**config.mk**
```make
export PLATFORM = sky130hd
export DESIGN_NAME = scr1_dmi_ch_ctrl
export DESIGN_NICKNAME = d
export VERILOG_FILES = /design/src/rtl/scr1_dmi_ch_ctrl.sv
export SDC_FILE = /design/constraint.sdc
export NUM_CORES = 1
export LEC_CHECK = 0
export BUFFER_PORTS_ARGS = -buffer_cell sky130_fd_sc_hd__buf_2
export CAP_MARGIN = 30
export CORE_MARGIN = 4
export CORE_UTILIZATION = 48
export DETAILED_ROUTE_END_ITERATION = 8
export PLACE_DENSITY = 0.73
export SLEW_MARGIN = 10
export SYNTH_ARGS = -nofsm -noshare
export SYNTH_HDL_FRONTEND = slang
export SYNTH_SLANG_ARGS = --single-unit
```
**constraint.sdc**
```tcl
create_clock -name clk -period 2.2 [get_ports clk]
set_input_delay 0.55 -clock clk [delete_from_list [all_inputs] [get_ports clk]]
set_output_delay 0.55 -clock clk [all_outputs]
set_load 0.005 [all_outputs]
```
**src/rtl/scr1_dmi_ch_ctrl.sv**
```systemverilog
// -----------------------------------------------------------------------------
// scr1_dmi_ch_ctrl
//
// DTM data-register engine in the core clock domain. It sits behind the TAP
// synchronizer and turns the synchronized capture/shift/update/TDI strobes
// into DTMCS and DMI shift-register activity. A DMI update issues one
// request/response transaction to the Debug Module. Sticky busy status
// follows RISC-V Debug 0.13.
//
// Ports
//   clk, rst_n        core clock, asynchronous active-low reset
//   dmi_ch_sel_i      DTM data channel selected (IR is DTMCS or DMI)
//   ch_id_i           1 = DTMCS, 2 = DMI, other values = bypass
//   ch_capture_i      capture strobe (one clk)
//   ch_shift_i        shift strobe (one clk), ch_tdi_i valid with it
//   ch_update_i       update strobe (one clk)
//   ch_tdo_o          bit 0 of the shift register
//   dmi_req_o         DM request, held until dmi_resp_i
//   dmi_wr_o          1 = write, 0 = read
//   dmi_addr_o        request address
//   dmi_wdata_o       write data
//   dmi_resp_i        one-clk DM response pulse
//   dmi_rdata_i       read data, valid with dmi_resp_i
// -----------------------------------------------------------------------------
module scr1_dmi_ch_ctrl #(
    parameter int unsigned DMI_ABITS  = 7,
    parameter logic [2:0]  DTMCS_IDLE = 3'd1
) (
    input  logic                 clk,
    input  logic                 rst_n,
    input  logic                 dmi_ch_sel_i,
    input  logic [1:0]           ch_id_i,
    input  logic                 ch_capture_i,
    input  logic                 ch_shift_i,
    input  logic                 ch_tdi_i,
    input  logic                 ch_update_i,
    output logic                 ch_tdo_o,
    output logic                 dmi_req_o,
    output logic                 dmi_wr_o,
    output logic [DMI_ABITS-1:0] dmi_addr_o,
    output logic [31:0]          dmi_wdata_o,
    input  logic                 dmi_resp_i,
    input  logic [31:0]          dmi_rdata_i
);

    localparam int unsigned SR_W = DMI_ABITS + 34;

    typedef enum logic {
        ST_IDLE = 1'b0,
        ST_REQ  = 1'b1
    } state_e;

    state_e               state_q, state_d;
    logic [SR_W-1:0]      sr_q, sr_d;
    logic [DMI_ABITS-1:0] addr_q, addr_d;
    logic [31:0]          data_q, data_d;
    logic [31:0]          wdata_q, wdata_d;
    logic                 req_q, req_d;
    logic                 wr_q, wr_d;
    logic                 sticky_q, sticky_d;

    logic                 is_dtmcs;
    logic                 is_dmi;
    logic [1:0]           dmistat;
    logic [1:0]           op_st;
    logic [1:0]           upd_op;
    logic [31:0]          dtmcs_cap;
    state_e               state_eff;

    assign is_dtmcs = (ch_id_i == 2'd1);
    assign is_dmi   = (ch_id_i == 2'd2);
    assign dmistat  = sticky_q ? 2'd3 : 2'd0;
    // An in-flight request reports busy even before anything went sticky.
    assign op_st    = (sticky_q || (state_q == ST_REQ)) ? 2'd3 : 2'd0;
    assign upd_op   = sr_q[1:0];

    assign dtmcs_cap = {14'b0, 2'b00, 1'b0, DTMCS_IDLE, dmistat,
                        6'(DMI_ABITS), 4'd1};

    always_comb begin
        sr_d      = sr_q;
        addr_d    = addr_q;
        data_d    = data_q;
        wdata_d   = wdata_q;
        req_d     = req_q;
        wr_d      = wr_q;
        sticky_d  = sticky_q;
        state_d   = state_q;
        state_eff = state_q;

        // Shift register: capture has priority over shift.
        if (dmi_ch_sel_i && ch_capture_i) begin
            if (is_dtmcs) begin
                sr_d[31:0] = dtmcs_cap;
            end else if (is_dmi) begin
                sr_d = {addr_q, data_q, op_st};
            end else begin
                sr_d[0] = 1'b0;
            end
        end else if (dmi_ch_sel_i && ch_shift_i) begin
            if (is_dtmcs) begin
                sr_d[31:0] = {ch_tdi_i, sr_q[31:1]};
            end else if (is_dmi) begin
                sr_d = {ch_tdi_i, sr_q[SR_W-1:1]};
            end else begin
                sr_d[0] = ch_tdi_i;
            end
        end

        // A response in the same cycle as an update retires first, so the
        // update below sees the engine as idle.
        if ((state_q == ST_REQ) && dmi_resp_i) begin
            state_d   = ST_IDLE;
            state_eff = ST_IDLE;
            req_d     = 1'b0;
            data_d    = wr_q ? wdata_q : dmi_rdata_i;
        end

        if (dmi_ch_sel_i && ch_update_i) begin
            if (is_dmi) begin
                if (sticky_q || (state_eff == ST_REQ)) begin
                    sticky_d = 1'b1;
                end else if ((upd_op == 2'd1) || (upd_op == 2'd2)) begin
                    state_d = ST_REQ;
                    req_d   = 1'b1;
                    addr_d  = sr_q[SR_W-1:34];
                    wdata_d = sr_q[33:2];
                    wr_d    = (upd_op == 2'd2);
                end
            end else if (is_dtmcs) begin
                if (sr_q[16]) begin
                    sticky_d = 1'b0;
                end
                // dmihardreset abandons the outstanding request; a late
                // response then lands in IDLE and is ignored.
                if (sr_q[17]) begin
                    sticky_d = 1'b0;
                    state_d  = ST_IDLE;
                    req_d    = 1'b0;
                end
            end
        end
    end

    always_ff @(posedge clk or negedge rst_n) begin
        if (!rst_n) begin
            state_q  <= ST_IDLE;
            sr_q     <= '0;
            addr_q   <= '0;
            data_q   <= '0;
            wdata_q  <= '0;
            req_q    <= 1'b0;
            wr_q     <= 1'b0;
            sticky_q <= 1'b0;
        end else begin
            state_q  <= state_d;
            sr_q     <= sr_d;
            addr_q   <= addr_d;
            data_q   <= data_d;
            wdata_q  <= wdata_d;
            req_q    <= req_d;
            wr_q     <= wr_d;
            sticky_q <= sticky_d;
        end
    end

    assign ch_tdo_o    = sr_q[0];
    assign dmi_req_o   = req_q;
    assign dmi_wr_o    = wr_q;
    assign dmi_addr_o  = addr_q;
    assign dmi_wdata_o = wdata_q;

endmodule

```
==> flow_metrics.py <==
metrics = {
    "drt": {
        "wl_per_cell_um": 18.8,
        "antenna_left": 0,
        "drt_iter0_markers": 355,
        "drc": 0,
        "drtPass1Iterations": 5,
        "vias": 4108,
        "viasPerCell": 5.79,
        "wl_um": 13300,
    },
    "global_route": {
        "antenna_found_initial": 0,
        "overflow": 0,
        "grt_max_degree": 59,
        "track_usage_pct": 21.6,
        "grt_pass1_vias": 4369,
        "grt_pass1_wl_um": 22300,
    },
    "synth": {
        "ys_seq_area_share_pct": 52.8,
        "synth_nets": 522,
        "ys_seq_elements": 116,
        "yosys.area_share.simple_pct": 9.13,
        "syn_area_per_cell_um2": 11.6,
        "synth_xor_area_share_pct": 0,
        "syn_area_mm2": 0.00550,
        "synthAdderAreaFrac_pct": 1.14,
        "synth_compound_area_share_pct": 13.6,
        "ys_warn_count": 0,
        "synth_cell_type_count": 36,
        "ys.flop_type": "dfrtp_1",
        "synth_edf_count": 0,
        "async_flop_share_pct": 100,
        "synth_top_family_by_area": "multiplexers",
        "syn_inst": 475,
        "synthMuxAreaShare_pct": 19.3,
    },
    "worst_setup_path": {
        "rr_endpoint": "dmi_wdata_o[11]$_DFFE_PN0P_",
        "path_max_fanout": 15,
        "worst-endpoint-arrival_ps": 2300,
        "r2r_setup_slack_ps": 180,
        "end_kind": "register",
        "reg2reg_depth": 6,
        "cp_data_required_time_ps": 2490,
        "startpoint_type": "register",
        "crit_type": "reg -> reg",
        "r2r_start": "sr_q[0]$_DFFE_PN0P_",
    },
    "final_layout": {
        "area_delta_synth_final_pct": 22.7,
        "final_area_mm2": 0.00675,
        "diodes": 0,
        "fillerInstances": 922,
        "drive_gt1_share_pct": 34.6,
        "nNetsFinal": 605,
    },
    "sta": {
        "worstMarginPinSlew_ps": 536,
        "finalHoldViolCount": 0,
        "setup_violations": 0,
        "setup_tns_ps": 0,
        "rsz0062_at_grt": "false",
        "fin_worst_skew_ps": 7.03,
        "clock.fmax_ghz": 0.496,
        "finalCritPeriodShare_pct": 91.7,
        "slew_viol_final": 0,
        "slew_headroom_pct": 64.3,
        "fin_crit_ps": 2020,
    },
    "placed_design": {
        "placed_cell_area_mm2": 0.00611,
        "portBuffers": 83,
        "place_hpwl_um": 8820,
        "place.gp.congestion": 0.809,
    },
    "clocking": {
        "cts.sinks": 116,
        "cts_setup_buffers": 0,
        "clk_latency_ps": 410,
        "clockBufferDepth": 2,
        "cts_root_buffer": "clkbuf_16",
        "cts_made_buffers": 17,
        "hold_buffers": 0,
        "cts_tree": "yes",
        "ctsHtreeMaxLevel": 4,
        "path_clk_slew_ps": 60,
        "cts.repair.resized": 0,
    },
    "run_status": {
        "status": "complete, no violations",
    },
    "floorplanning": {
        "die_x_um": 115,
        "die_area_mm2": 0.0132,
        "rows": 38,
        "start_util_pct": 49.8,
        "io_pins": 84,
        "core-area_mm2": 0.0110,
        "die_height_um": 115,
    },
    "pwr": {
        "power.density_mw_per_mm2": 1250,
        "irDropWorstVdd_uv": 773,
        "p_leak_uw": 0.00322,
    },
    "worst_hold_path": {
        "hold_class": "in -> async",
    },
    "job": {
        "cap_violations": 0,
    },
}
-- state kept, by name, indices dropped and copies added (netlist names) --
| signal | cells |
|---|---|
| data_q | 32 |
| dmi_addr_o | 7 |
| dmi_req_o | 1 |
| dmi_wdata_o | 32 |
| dmi_wr_o | 1 |
| sr_q | 41 |
| state_q | 1 |
| sticky_q | 1 |
-- critical path: stages (launching register included) --
cell and delay, ps:
dfrtp_1 400, inv_1 90, ha_1 300, nand4b_1 210, or3_1 350, buf_4 230
mux2_4 320
-- cell usage after synthesis, types with 2 or more instances --
master / number / area [um2]
a21oi_1: 62 / 310
buf_6: 5 / 56.3
and3b_1: 2 / 17.5
and4b_1: 24 / 240
nor2_1: 35 / 131
inv_1: 6 / 22.5
mux2_2: 42 / 473
nand2b_1: 3 / 18.8
a211oi_1: 2 / 15.0
nor3_1: 5 / 25.0
dfrtp_1: 116 / 2900
a2bb2oi_1: 3 / 26.3
mux2_4: 18 / 270
nand2_1: 3 / 11.3
buf_2: 6 / 30.0
mux2i_1: 32 / 320
ha_1: 5 / 62.6
clkbuf_1: 26 / 97.6
and2_1: 2 / 12.5
o31ai_1: 4 / 30.0
o21ai_0: 59 / 295
-- worst max-delay path by stage --
stage	to	start	slack, ps	depth (start not counted)
after floorplan	dmi_wdata_o[21]$_DFFE_PN0P_	ch_id_i[0]	140	6
after global placement	dmi_wdata_o[7]$_DFFE_PN0P_	ch_id_i[0]	130	7
after detailed placement	dmi_wdata_o[7]$_DFFE_PN0P_	ch_id_i[0]	70	7
after CTS	dmi_wdata_o[7]$_DFFE_PN0P_	sr_q[0]$_DFFE_PN0P_	200	6
after global routing	dmi_wdata_o[10]$_DFFE_PN0P_	sr_q[0]$_DFFE_PN0P_	100	6
final	dmi_wdata_o[11]$_DFFE_PN0P_	sr_q[0]$_DFFE_PN0P_	180	6
-- final cells by class --
type / count / area [um2] / area share [%]
clock inverter: 10 / 180 / 2.67
sequential: 116 / 2900 / 43.1
clock buffer: 21 / 450 / 6.68
multi-input combinational: 314 / 2380 / 35.3
timing repair buffer: 103 / 631 / 9.35
tap: 140 / 175 / 2.60
inverter: 6 / 22.5 / 0.334
-- layer usage --
metal	vias to the layer above	part of all wire, %	GRT usage [%]
met3	21	5.6	5.95
met1	2046	45	29.4
met4	0	2.0	7.20
li1	1899	-	-
met2	142	48	33.6
met5	-	0	0
-- stage by stage --
stage / std cells / util [%] / total power, uW / setup slack, ps / hold slack (ps)
3_5_place_dp: 679 / 55.4 / 5510 / 71.4 / 437
6_report: 710 / 61.2 / 8450 / 183 / 6.75
5_1_grt: 710 / 61.2 / 8960 / 101 / 12.0
2_1_floorplan: 475 / - / 4670 / 139 / 254
4_1_cts: 710 / 61.2 / 8510 / 202 / 0.387
3_3_place_gp: 679 / 55.4 / 5390 / 132 / 433
-- power breakdown --
part           total (uW)  switching, uW  internal, uW
logic                1840            800          1040
clock network        2960            936          2020
registers            3650            677          2970
-- cell usage in the layout (no fill, tap or decap), drive strengths merged, types with 2 or more instances in the layout --
cell type  Yosys  final
dfrtp        116    116
buf           13    103
a21oi         62     62
o21ai         60     60
mux2          60     60
nor2          35     35
mux2i         32     32
and4b         24     24
clkbuf        26     21
inv            6      6
nor3           6      6
ha             5      5
bufinv         0      5
o31ai          4      4
nand2b         3      3
nand2          3      3
a2bb2oi        3      3
clkinv         0      3
a211oi         2      2
and3b          2      2
clkinvlp       0      2
and2           2      2
a221oi         2      2
-- logic make-up (layout without fill, tap and decap cells) --
kind of cell / count (synthesis) / after routing
compound gates: 137 / 137
simple gates: 80 / 80
mux: 92 / 92
flops: 116 / 116
buf+inv: 45 / 140
fa+ha+maj: 5 / 5
(Power assumes the default switching activity.)
